[src/rtl/weight_dma_engine.sv]
// Weight-fetch DMA responder: accepts one (start, length) request, issues pipelined
// word reads with bounded outstanding count, and streams in-order responses back.
module weight_dma_engine #(
  parameter int ADDR_W  = 27,
  parameter int DATA_W  = 512,
  parameter int MAX_OUT = 8,
  parameter int OUT_W   = 4
) (
  input  logic              clk,
  input  logic              rst,
  input  logic              dma_engineer_req,
  input  logic [ADDR_W-1:0] dma_engineer_start_addr,
  input  logic [ADDR_W-1:0] dma_engineer_length,
  output logic              dma_engineer_ack,
  output logic [DATA_W-1:0] dma_engineer_dout,
  output logic              dma_engineer_dout_en,
  output logic              dma_engineer_dout_eop,
  output logic              mem_cmd_valid,
  output logic [ADDR_W-1:0] mem_cmd_addr,
  input  logic              mem_cmd_rdy,
  input  logic              mem_rd_valid,
  input  logic [DATA_W-1:0] mem_rd_data,
  output logic              busy,
  output logic              err
);

  localparam logic [1:0] ST_IDLE  = 2'd0;
  localparam logic [1:0] ST_ISSUE = 2'd1;
  localparam logic [1:0] ST_DRAIN = 2'd2;

  localparam logic [OUT_W-1:0]  MAX_OUT_C = OUT_W'(MAX_OUT);
  localparam logic [OUT_W-1:0]  OUT_ZERO  = {OUT_W{1'b0}};
  localparam logic [OUT_W-1:0]  OUT_ONE   = {{(OUT_W-1){1'b0}}, 1'b1};
  localparam logic [ADDR_W-1:0] ADDR_ZERO = {ADDR_W{1'b0}};
  localparam logic [ADDR_W-1:0] ADDR_ONE  = {{(ADDR_W-1){1'b0}}, 1'b1};

  logic [1:0]        state_r, state_s;
  logic [ADDR_W-1:0] addr_r, addr_s;
  logic [ADDR_W-1:0] rem_cmd_r, rem_cmd_s;
  logic [ADDR_W-1:0] rem_rsp_r, rem_rsp_s;
  logic [OUT_W-1:0]  out_cnt_r, out_cnt_s;
  logic              ack_r, ack_s;
  logic [DATA_W-1:0] dout_r, dout_s;
  logic              dout_en_r, dout_en_s;
  logic              dout_eop_r, dout_eop_s;
  logic              cmd_valid_r, cmd_valid_s;
  logic              busy_r, busy_s;
  logic              err_r, err_s;
  logic              accept_s;
  logic              rsp_s;

  // A response is only consumed while a transfer is active and a read is actually in flight.
  assign accept_s = cmd_valid_r && mem_cmd_rdy;
  assign rsp_s    = mem_rd_valid && (state_r != ST_IDLE) && (out_cnt_r != OUT_ZERO);

  // Next-state and next-output computation; every output is then registered.
  always_comb begin
    state_s    = state_r;
    addr_s     = addr_r;
    rem_cmd_s  = rem_cmd_r;
    rem_rsp_s  = rem_rsp_r;
    err_s      = err_r;
    ack_s      = 1'b0;
    dout_s     = dout_r;
    dout_en_s  = 1'b0;
    dout_eop_s = 1'b0;
    case (state_r)
      ST_IDLE: begin
        // ack_r guards against re-sampling a req that is held through the ack cycle.
        if (dma_engineer_req && !ack_r) begin
          ack_s     = 1'b1;
          addr_s    = dma_engineer_start_addr;
          rem_cmd_s = dma_engineer_length;
          rem_rsp_s = dma_engineer_length;
          if (dma_engineer_length == ADDR_ZERO) begin
            err_s = 1'b1;
          end else begin
            state_s = ST_ISSUE;
          end
        end else begin
          ack_s = 1'b0;
        end
        if (mem_rd_valid) begin
          err_s = 1'b1;
        end else begin
          dout_en_s = 1'b0;
        end
      end
      ST_ISSUE, ST_DRAIN: begin
        if (accept_s) begin
          addr_s    = addr_r + ADDR_ONE;
          rem_cmd_s = rem_cmd_r - ADDR_ONE;
        end else begin
          addr_s = addr_r;
        end
        if (rsp_s) begin
          dout_s     = mem_rd_data;
          dout_en_s  = 1'b1;
          rem_rsp_s  = rem_rsp_r - ADDR_ONE;
          dout_eop_s = (rem_rsp_r == ADDR_ONE);
        end else if (mem_rd_valid) begin
          err_s = 1'b1;
        end else begin
          dout_en_s = 1'b0;
        end
        // The transfer ends in the cycle the eop word is presented.
        if (dout_eop_r) begin
          state_s = ST_IDLE;
        end else if (rem_cmd_s == ADDR_ZERO) begin
          state_s = ST_DRAIN;
        end else begin
          state_s = ST_ISSUE;
        end
      end
      default: begin
        state_s = ST_IDLE;
      end
    endcase
  end

  assign out_cnt_s   = out_cnt_r + (accept_s ? OUT_ONE : OUT_ZERO) - (rsp_s ? OUT_ONE : OUT_ZERO);
  assign cmd_valid_s = (state_s == ST_ISSUE) && (rem_cmd_s != ADDR_ZERO) && (out_cnt_s < MAX_OUT_C);
  assign busy_s      = (state_s != ST_IDLE);

  // State, counter and output registers with synchronous reset.
  always_ff @(posedge clk) begin
    if (rst) begin
      state_r     <= ST_IDLE;
      addr_r      <= ADDR_ZERO;
      rem_cmd_r   <= ADDR_ZERO;
      rem_rsp_r   <= ADDR_ZERO;
      out_cnt_r   <= OUT_ZERO;
      ack_r       <= 1'b0;
      dout_r      <= {DATA_W{1'b0}};
      dout_en_r   <= 1'b0;
      dout_eop_r  <= 1'b0;
      cmd_valid_r <= 1'b0;
      busy_r      <= 1'b0;
      err_r       <= 1'b0;
    end else begin
      state_r     <= state_s;
      addr_r      <= addr_s;
      rem_cmd_r   <= rem_cmd_s;
      rem_rsp_r   <= rem_rsp_s;
      out_cnt_r   <= out_cnt_s;
      ack_r       <= ack_s;
      dout_r      <= dout_s;
      dout_en_r   <= dout_en_s;
      dout_eop_r  <= dout_eop_s;
      cmd_valid_r <= cmd_valid_s;
      busy_r      <= busy_s;
      err_r       <= err_s;
    end
  end

  assign dma_engineer_ack      = ack_r;
  assign dma_engineer_dout     = dout_r;
  assign dma_engineer_dout_en  = dout_en_r;
  assign dma_engineer_dout_eop = dout_eop_r;
  assign mem_cmd_valid         = cmd_valid_r;
  assign mem_cmd_addr          = addr_r;
  assign busy                  = busy_r;
  assign err                   = err_r;

endmodule

[config.mk]
export PLATFORM = sky130hd
export DESIGN_NAME = weight_dma_engine
export DESIGN_NICKNAME = d
export VERILOG_FILES = /design/src/rtl/weight_dma_engine.sv
export SDC_FILE = /design/constraint.sdc
export NUM_CORES = 1
export LEC_CHECK = 0
export CAP_MARGIN = 0
export CORE_AREA = 2 2 439 441
export CTS_BUF_LIST = sky130_fd_sc_hd__clkbuf_8
export DETAILED_ROUTE_END_ITERATION = 7
export DIE_AREA = 0 0 441 443
export PLACE_DENSITY = 0.33
export SLEW_MARGIN = 20
export SYNTH_ARGS = -nofsm -noshare
export SYNTH_HDL_FRONTEND = slang
export SYNTH_SLANG_ARGS = --single-unit
export TNS_END_PERCENT = 50
[constraint.sdc]
create_clock -name clk -period 2.75 [get_ports clk]
set_clock_uncertainty 0.2 [all_clocks]
set_input_delay 0.6875 -clock clk [delete_from_list [all_inputs] [get_ports clk]]
set_output_delay 0.6875 -clock clk [all_outputs]
set_load 0.01 [all_outputs]
==> results of run 1 <==
==> metal layers <==
metal | track usage | vias up | wire length, um
li1 | - | 13300 | -
met4 | 0.0558 | 52 | 4300
met3 | 0.0512 | 253 | 11000
met2 | 0.280 | 785 | 81400
met1 | 0.181 | 13000 | 63800
met5 | 0 | - | 330
==> metrics by stage <==
stage | hold WS, ns | total power, uW
finish | 0.173 | 26500
global route | 0.0470 | 28000
CTS | 0.000316 | 27100
detailed placement | 0.245 | 16500
global placement | 0.241 | 16500
floorplan | 0.249 | 12500
==> report_power, final <==
| part | total, uW | switching, uW | internal [uW] |
|---|---|---|---|
| sequential | 9800 | 470 | 9330 |
| clock | 10100 | 4680 | 5410 |
| combinational | 6560 | 3410 | 3150 |
==> cell type report <==
class | count | area, sq um
Sequential cell | 605 | 12200
Antenna cell | 17 | 42.5
Tap cell | 2526 | 3160
Clock buffer | 162 | 2230
Multi-Input combinational cell | 2189 | 10600
Timing Repair Buffer | 1608 | 15300
Clock inverter | 69 | 372
Inverter | 23 | 86.3
Fill cell | 21500 | 147000
==> state kept, by name, summed over array words and instances, names as in the netlist <==
signal and flops:
state_r 2, dma_engineer_dout_en 1, err 1, out_cnt_r 4, busy 1, dma_engineer_ack 1
rem_rsp_r 27, mem_cmd_addr 27, dma_engineer_dout 512, dma_engineer_dout_eop 1, rem_cmd_r 27, mem_cmd_valid 1
==> cell usage after synthesis (all sizes together) (3+ instances only) <==
| cell | count |
|---|---|
| a21o | 10 |
| o31a | 3 |
| o211ai | 3 |
| inv | 22 |
| and3 | 10 |
| and4 | 7 |
| nand2b | 5 |
| nor2 | 77 |
| o21a | 3 |
| a211oi | 35 |
| a22oi | 18 |
| dfxtp | 605 |
| a221oi | 3 |
| or2 | 4 |
| and2 | 10 |
| or3 | 13 |
| buf | 25 |
| a21oi | 571 |
| o21bai | 4 |
| or4 | 6 |
| xor2 | 6 |
| nand3b | 3 |
| ha | 11 |
| o21ai | 54 |
| o311a | 6 |
| mux2i | 4 |
| a222oi | 4 |
| nor4 | 24 |
| nand3 | 25 |
| o2bb2ai | 5 |
| o22ai | 16 |
| a22o | 3 |
| o32ai | 3 |
| a31oi | 17 |
| nand2 | 1118 |
| xnor2 | 6 |
| nand4 | 19 |
| a2111oi | 3 |
| nor2b | 11 |
| nor3 | 33 |
| o31ai | 11 |
| clkbuf | 205 |
==> timing repair <==
| item | 4_1_cts | 5_1_grt |
|---|---|---|
| endpoints found under the hold margin | 195 | 0 |
| setup endpoints to repair | 544 | 55 |
| resized for setup | 711 | 26 |
| pin swaps | 14 | 14 |
| buffers inserted | 8 | 6 |
| hold buffers | 189 | 0 |
==> worst paths after layout <==
kind | endpoint | cells after the start
max | mem_cmd_valid$_SDFF_PP0_ | 7
min reg2reg | dma_engineer_dout[12]$_SDFFE_PP0P_ | 2
max reg2reg | mem_cmd_valid$_SDFF_PP0_ | 7
min | dma_engineer_dout[188]$_SDFFE_PP0P_ | 3
==> worst reg2reg max path, delay by kind of cell, from the launching register on <==
family,cells,cell delay [ns]
AO/OA/AOI/OAI,3,0.78
flip-flops,1,0.33
AND/OR/NAND/NOR,4,1.34
==> cell families after synthesis <==
| family | Yosys count | share of synthesized area |
|---|---|---|
| compound gates | 781 | 0.185 |
| xor+xnor | 12 | 0.00448 |
| fa+ha+maj | 12 | 0.00672 |
| buf+inv | 253 | 0.0413 |
| flops | 605 | 0.517 |
| mux | 6 | 0.00267 |
| simple gates | 1378 | 0.243 |
==> impl_metrics.csv, run 1 <==
group,metric,value,unit
setup_path,cpMostUsedCell,"a2111oi_2",
floorplanning,design.core.area,191000,sq um
route,wirelength,161,mm
route,antenna_left,0,
floorplanning,start_util,0.123,
grt,grt_pass1_wl,221,mm
sta,tns,-0.0302,ns
sta,rsz0062_at_grt,"true",
synth,yosys.area.top_type,"dfxtp_1",
grt,grt-ovfl-total,0,
route,wl_per_cell,22.3,um
pwr,p_per_area,602,nW/um^2
floorplanning,top_level_ports,1116,
finish,layout-drive-gt1-share,0.135,
pwr,peakVddDrop,311,uV
synth,seq_area_frac_synth,0.517,
synth,synthTopCellsByArea,"dfxtp_1, nand2_1, a21oi_1",
sta,finalCriticalPeriod,2.78,ns
placed_design,dp_cells,6749,
sta,finalCritPeriodShare,1.01,
setup_path,path_delay_family,"simple AND/OR/NAND/NOR gates",
setup_path,path_max_fanout,2,
placed_design,placed_area,39600,sq um
outcome,violations,"negative setup slack",
grt,grt_pass1_vias,28000,
finish,final_core_util,0.230,
synth,ys_async_sr_fraction,0,
placed_design,globalplace.congestion,0.865,
route,viasPerCell,3.81,
sta,hold_viol_final,0,
setup_path,crit_start,"rem_cmd_r[13]$_SDFF_PP0_",
setup_path,startpoint_type,"flip-flop",
sta,worstMarginPinSlew,0.737,ns
route,drtIter0Drc,1349,
setup_path,slowest_stage,"or4_4",
setup_path,r2r_slack,-0.03,ns
placed_design,io_buffers,1115,
clock_tree,clockRootBuffer,"clkbuf_8",
clock_tree,htreeDepth,4,
grt,grt_antenna_before_repair,55,
sta,max_slew_margin,0.508,
route,drc_errors,0,
clock_tree,clk_pin_slew,0.06,ns
grt,grt_max_degree,85,
finish,final_nets,5145,
sta,setup_viol,1,
setup_path,cp_slowest_stage_delay,0.53,ns
placed_design,hpwl,128,mm
synth,synth_nets,3630,
placed_design,place_ws,-0.894,ns
synth,syn_area,23400,sq um
pwr,p_leak,0.0178,uW
worst_hold_path,min_from,"mem_rd_data[188]",
route,vias,27400,
synth,synth_cell_types,74,
setup_path,critPathKind,"reg -> reg",
setup_path,worstPathCellList,"or4_4 -> o311a_4 -> a2111oi_2 -> and4_1 -> nand4_1 -> nor4_4 -> a2111oi_2",
job,maxCapViolations,0,
finish,final_area,44000,sq um
route,first_pass_iters,5,
worst_hold_path,worstHoldPathType,"in -> reg",
finish,stdcell_count,7199,
setup_path,worstSetupEndpointType,"flip-flop",
floorplanning,num_rows,161,
clock_tree,clockBufferDepth,3,
finish,final_common_cell,"nand2_1",
setup_path,cp_num_buf_inv,0,
synth,ys_seq_elements,605,
synth,ys_warn_count,0,
grt,grt_usage,0.160,
synth,synth_top_area_frac,0.517,
floorplanning,dieArea,195000,sq um
clock_tree,clock_sink_count,605,
setup_path,crit_arrival,3.32,ns
setup_path,critPathRequiredTime,3.29,ns
finish,final_cell_mix,"nand2_1, a21oi_1, clkdlybuf4s50_1",
setup_path,r2r-start,"rem_cmd_r[13]$_SDFF_PP0_",
synth,synth_edf_count,0,
sta,setup_ws,-0.0302,ns
sta,max_freq,0.360,GHz
floorplanning,die_w,441,um
clock_tree,cts_buffers,135,
finish,area_delta_synth_final,87.5,%
clock_tree,clkLatencyLatePin,0.87,ns
outcome,status,"finished with violations",
clock_tree,cts_tree,"yes",
sta,maxSlewViolCount,0,
synth,syn-instance-count,3047,
synth,postSynthAreaPerCell,7.69,sq um
synth,ys.flop_type,"dfxtp_1",
floorplanning,die_h,443,um
Power figures use the tool's default switching activity.
==> run 2: changes to the inputs <==
MAX_ROUTING_LAYER = met4   (was unset)
==> impl_metrics.csv, run 2 (synthesis results as in run 1) <==
group,metric,value,unit
outcome,status,"finished with violations",
outcome,violations,"negative setup slack",
placed_design,io_buffers,1115,
route,wl_per_cell,22.2,um
floorplanning,start_util,0.123,
placed_design,dp_cells,6749,
grt,grt_usage,0.165,
clock_tree,clk_pin_slew,0.06,ns
grt,grt_pass1_vias,28000,
sta,maxSlewViolCount,0,
route,drtIter0Drc,1416,
floorplanning,design.core.area,191000,sq um
floorplanning,top_level_ports,1116,
setup_path,cp_slowest_stage_delay,0.52,ns
grt,grt_antenna_before_repair,58,
floorplanning,dieArea,195000,sq um
finish,final_common_cell,"nand2_1",
sta,setup_ws,-0.0584,ns
finish,final_cell_mix,"nand2_1, a21oi_1, clkdlybuf4s50_1",
setup_path,r2r_cells,7,
grt,grt_max_degree,85,
clock_tree,clockBufferDepth,3,
sta,finalCriticalPeriod,2.81,ns
sta,rsz0062_at_grt,"true",
finish,final_nets,5143,
setup_path,crit_arrival,3.35,ns
finish,stdcell_count,7229,
setup_path,r2r-start,"rem_cmd_r[13]$_SDFF_PP0_",
clock_tree,cts_buffers,135,
grt,grt-ovfl-total,0,
floorplanning,num_rows,161,
setup_path,r2r_slack,-0.06,ns
sta,max_slew_margin,0.514,
setup_path,critPathRequiredTime,3.29,ns
sta,max_freq,0.356,GHz
setup_path,path_max_fanout,2,
clock_tree,clkLatencyLatePin,0.89,ns
finish,largest_reg_flops,512,
job,maxCapViolations,0,
route,viasPerCell,3.79,
setup_path,worstReg2RegEnd,"mem_cmd_valid$_SDFF_PP0_",
setup_path,worstSetupEndpointType,"flip-flop",
clock_tree,cts_tree,"yes",
sta,finalCritPeriodShare,1.02,
pwr,peakVddDrop,314,uV
route,first_pass_iters,8,
setup_path,startpoint_type,"flip-flop",
placed_design,hpwl,128,mm
setup_path,path_delay_family,"simple AND/OR/NAND/NOR gates",
worst_hold_path,hold_end,"dma_engineer_dout[153]$_SDFFE_PP0P_",
setup_path,worstPathCellList,"or4_4 -> o311a_1 -> a2111oi_1 -> and4_1 -> nand4_1 -> nor4_4 -> a2111oi_2",
finish,area_delta_synth_final,87.6,%
floorplanning,die_w,441,um
clock_tree,clockRootBuffer,"clkbuf_8",
route,wirelength,161,mm
setup_path,slowest_stage,"or4_4",
pwr,p_leak,0.0178,uW
clock_tree,htreeDepth,4,
grt,grt_pass1_wl,221,mm
sta,setup_viol,2,
route,vias,27400,
worst_hold_path,min_path_cells,3,
placed_design,globalplace.congestion,0.879,
setup_path,critPathKind,"reg -> reg",
floorplanning,die_h,443,um
finish,final_core_util,0.230,
pwr,p_per_area,601,nW/um^2
clock_tree,clock_sink_count,605,
route,antenna_left,0,
worst_hold_path,min_from,"mem_rd_data[153]",
route,drc_errors,0,
setup_path,cp_num_buf_inv,0,
finish,layout-drive-gt1-share,0.133,
worst_hold_path,worstHoldPathType,"in -> reg",
sta,worstMarginPinSlew,0.728,ns
sta,hold_viol_final,0,
==> run 2: worst register-to-register path, stage by stage (launching register included) <==
cell and delay (ns):
dfxtp_2 0.33, or4_4 0.52, o311a_1 0.37, a2111oi_1 0.36, and4_1 0.27, nand4_1 0.17, nor4_4 0.36, a2111oi_2 0.12
==> run 2: worst max-delay path by stage <==
stage | start | to | slack (ns) | cells past startpoint
3_3_place_gp | mem_cmd_rdy | state_r[1]$_SDFF_PP0_ | -0.95 | 10
2_1_floorplan | state_r[0]$_SDFF_PP0_ | mem_cmd_valid$_SDFF_PP0_ | 0.09 | 10
4_1_cts | dma_engineer_dout[389]$_SDFFE_PP0P_ | dma_engineer_dout[389] | -0.05 | 1
5_1_grt | rem_cmd_r[14]$_SDFF_PP0_ | mem_cmd_valid$_SDFF_PP0_ | -0.15 | 13
6_report | rem_cmd_r[13]$_SDFF_PP0_ | mem_cmd_valid$_SDFF_PP0_ | -0.06 | 7
3_5_place_dp | mem_cmd_rdy | state_r[1]$_SDFF_PP0_ | -0.89 | 10
==> run 2: layout make-up <==
class / count / area [sq um]
clock inverter: 69 / 372
fill: 21500 / 147000
antenna: 49 / 123
multi-input combinational: 2189 / 10600
tap: 2526 / 3160
timing repair buffer: 1606 / 15200
inverter: 23 / 86.3
sequential: 605 / 12200
clock buffer: 162 / 2230
==> run 2: metal layers <==
metal  global-route usage  share of wire
met5                    -              0
met4               0.0531          0.030
met3               0.0512          0.068
met2                0.281           0.50
met1                0.181           0.40
==> run 2: report_power, final <==
| group | internal (uW) | total [uW] | switching, uW |
|---|---|---|---|
| sequential | 9330 | 9800 | 468 |
| combinational | 3140 | 6540 | 3390 |
| clock | 5410 | 10100 | 4700 |
==> run 2: repair_timing <==
item	CTS	global route
hold buffers	189	0
pin swaps	14	7
setup buffers	8	3
setup endpoints to repair	544	47
gates resized for setup	711	18
hold endpoints to repair	195	0
==> run 2: through the flow <==
step           worst slack (ns)  power (uW)  cell area [sq um]  setup TNS, ns  hold WS [ns]
3_3_place_gp             -0.950       16500              39600         -47.29         0.241
4_1_cts                 -0.0545       27100              43800        -0.0770      0.000316
5_1_grt                  -0.155       28000              44000         -0.285        0.0777
3_5_place_dp             -0.894       16500              39600         -54.28         0.245
2_1_floorplan            0.0904       12500              23400              0         0.249
6_report                -0.0584       26400              44000        -0.0663         0.157
==> run 3: changes to the inputs <==
CTS_CLUSTER_SIZE = 10   (was unset)
==> impl_metrics.csv, run 3 (synthesis results as in run 1) <==
group,metric,value,unit
outcome,status,"finished with violations",
outcome,violations,"negative setup slack",
sta,setup_viol,2,
worst_hold_path,worstHoldPathType,"in -> reg",
setup_path,crit_start,"rem_cmd_r[13]$_SDFF_PP0_",
grt,grt_pass1_vias,28000,
grt,grt_antenna_before_repair,60,
grt,grt_max_degree,85,
route,vias,27400,
pwr,p_clk_frac,0.381,
sta,hold_viol_final,0,
pwr,p_per_area,600,nW/um^2
placed_design,io_buffers,1115,
setup_path,startpoint_type,"flip-flop",
finish,area_delta_synth_final,87.6,%
setup_path,worstReg2RegEnd,"mem_cmd_valid$_SDFF_PP0_",
sta,finalCriticalPeriod,2.80,ns
setup_path,cp_slowest_stage_delay,0.52,ns
worst_hold_path,min_path_cells,3,
pwr,p_int,17900,uW
floorplanning,design.core.area,191000,sq um
setup_path,cp_num_buf_inv,0,
placed_design,place_ws,-0.894,ns
clock_tree,cts_tree,"yes",
route,first_pass_iters,8,
setup_path,crit_arrival,3.34,ns
sta,maxSlewViolCount,0,
pwr,total_power,26400,uW
route,highest_layer,"met4",
sta,max_freq,0.358,GHz
clock_tree,cts_buffers,135,
setup_path,worstPathCellList,"or4_4 -> o311a_1 -> a2111oi_1 -> and4_1 -> nand4_1 -> nor4_4 -> a2111oi_2",
finish,final_common_cell,"nand2_1",
sta,max_slew_margin,0.502,
finish,multi_input_area,10600,sq um
finish,layout-drive-gt1-share,0.133,
floorplanning,num_rows,161,
pwr,p_leak,0.0178,uW
setup_path,slowest_stage,"or4_4",
placed_design,globalplace.congestion,0.879,
finish,fill_cells,21500,
floorplanning,dieArea,195000,sq um
placed_design,hpwl,128,mm
pwr,peakVddDrop,311,uV
route,wirelength,161,mm
route,viasPerCell,3.79,
floorplanning,die_w,441,um
finish,seq_area,12200,sq um
pwr,switching_share,0.324,
finish,final_nets,5147,
setup_path,r2r_cells,7,
clock_tree,clk_pin_slew,0.06,ns
sta,rsz0062_at_grt,"true",
grt,grt_usage,0.165,
clock_tree,clockRootBuffer,"clkbuf_8",
setup_path,worstSetupEndpointType,"flip-flop",
route,antenna_left,0,
grt,grt-ovfl-total,0,
setup_path,r2r-start,"rem_cmd_r[13]$_SDFF_PP0_",
pwr,share_seq_of_total_power,0.371,
floorplanning,start_util,0.123,
finish,final_cell_mix,"nand2_1, a21oi_1, clkdlybuf4s50_1",
route,routed-wl-met2,81.0,mm
setup_path,r2r_slack,-0.05,ns
setup_path,path_delay_family,"simple AND/OR/NAND/NOR gates",
clock_tree,clkLatencyLatePin,0.89,ns
route,wl_per_cell,22.2,um
sta,finalCritPeriodShare,1.02,
floorplanning,top_level_ports,1116,
setup_path,critPathRequiredTime,3.30,ns
setup_path,critPathKind,"reg -> reg",
sta,worstMarginPinSlew,0.745,ns
clock_tree,clockBufferDepth,3,
clock_tree,htreeDepth,4,
sta,setup_ws,-0.0472,ns
worst_hold_path,min_from,"mem_rd_data[153]",
clock_tree,clock_sink_count,605,
finish,largest_reg_flops,512,
setup_path,path_max_fanout,2,
pwr,p_sw,8540,uW
floorplanning,die_h,443,um
route,met3_length,10.8,mm
route,drtIter0Drc,1379,
worst_hold_path,hold_end,"dma_engineer_dout[153]$_SDFFE_PP0P_",
sta,holdWs,0.155,ns
route,drc_errors,0,
pwr,p_comb_frac,0.248,
route,wl_met1,64.3,mm
grt,grt_pass1_wl,221,mm
job,maxCapViolations,0,
finish,final_core_util,0.230,
## run 3: layout make-up
| class | count | share of cell area |
|---|---|---|
| diodes | 49 | 0.00279 |
| clock buffers | 161 | 0.0504 |
| clock inverters | 67 | 0.00819 |
| inverters | 23 | 0.00196 |
| multi-input cells | 2189 | 0.241 |
| flip-flops and latches | 605 | 0.277 |
| well taps | 2526 | 0.0718 |
| repair buffers | 1610 | 0.347 |
## run 3: what timing repair did
| item | 4_1_cts | 5_1_grt |
|---|---|---|
| buffers inserted | 8 | 3 |
| pin swaps | 14 | 7 |
| hold buffers | 193 | 0 |
| setup endpoints to repair | 544 | 47 |
| endpoints found under the hold margin | 199 | 0 |
| resized for setup | 711 | 18 |
## run 3: how the worst max path moves through the flow
stage | end | slack [ns] | cells past startpoint
after floorplan | mem_cmd_valid$_SDFF_PP0_ | 0.09 | 10
after global placement | state_r[1]$_SDFF_PP0_ | -0.95 | 10
after detailed placement | state_r[1]$_SDFF_PP0_ | -0.89 | 10
after CTS | dma_engineer_dout[389] | -0.05 | 1
after global routing | mem_cmd_valid$_SDFF_PP0_ | -0.15 | 13
final | mem_cmd_valid$_SDFF_PP0_ | -0.05 | 7
## run 3: worst reg2reg max path, stage by stage, from the launching register on
cell,delay [ns]
dfxtp_2,0.33
or4_4,0.52
o311a_1,0.37
a2111oi_1,0.36
and4_1,0.27
nand4_1,0.17
nor4_4,0.34
a2111oi_2,0.11
## run 3: layer usage
metal  track usage  vias up
li1              -    13400
met1         0.181    13000
met2         0.281      808
met3        0.0514      209
met4        0.0530        0
met5             -        -
## run 3: through the flow
step	instance area, sq um	setup TNS [ns]	cells
CTS	43800	-0.0770	7178
floorplan	23400	0	3047
detailed placement	39600	-54.28	6749
finish	44000	-0.0609	7230
global placement	39600	-47.29	6749
global route	44000	-0.285	7222
## run 3: power groups by stage
stage          logic, uW  registers [uW]  clock network (uW)
2_1_floorplan       2450           10000                   0
3_3_place_gp        6490            9980                   0
3_5_place_dp        6460            9990                   0
4_1_cts             6610            9800               10600
5_1_grt             7130            9870               10900
6_report            6540            9800               10100
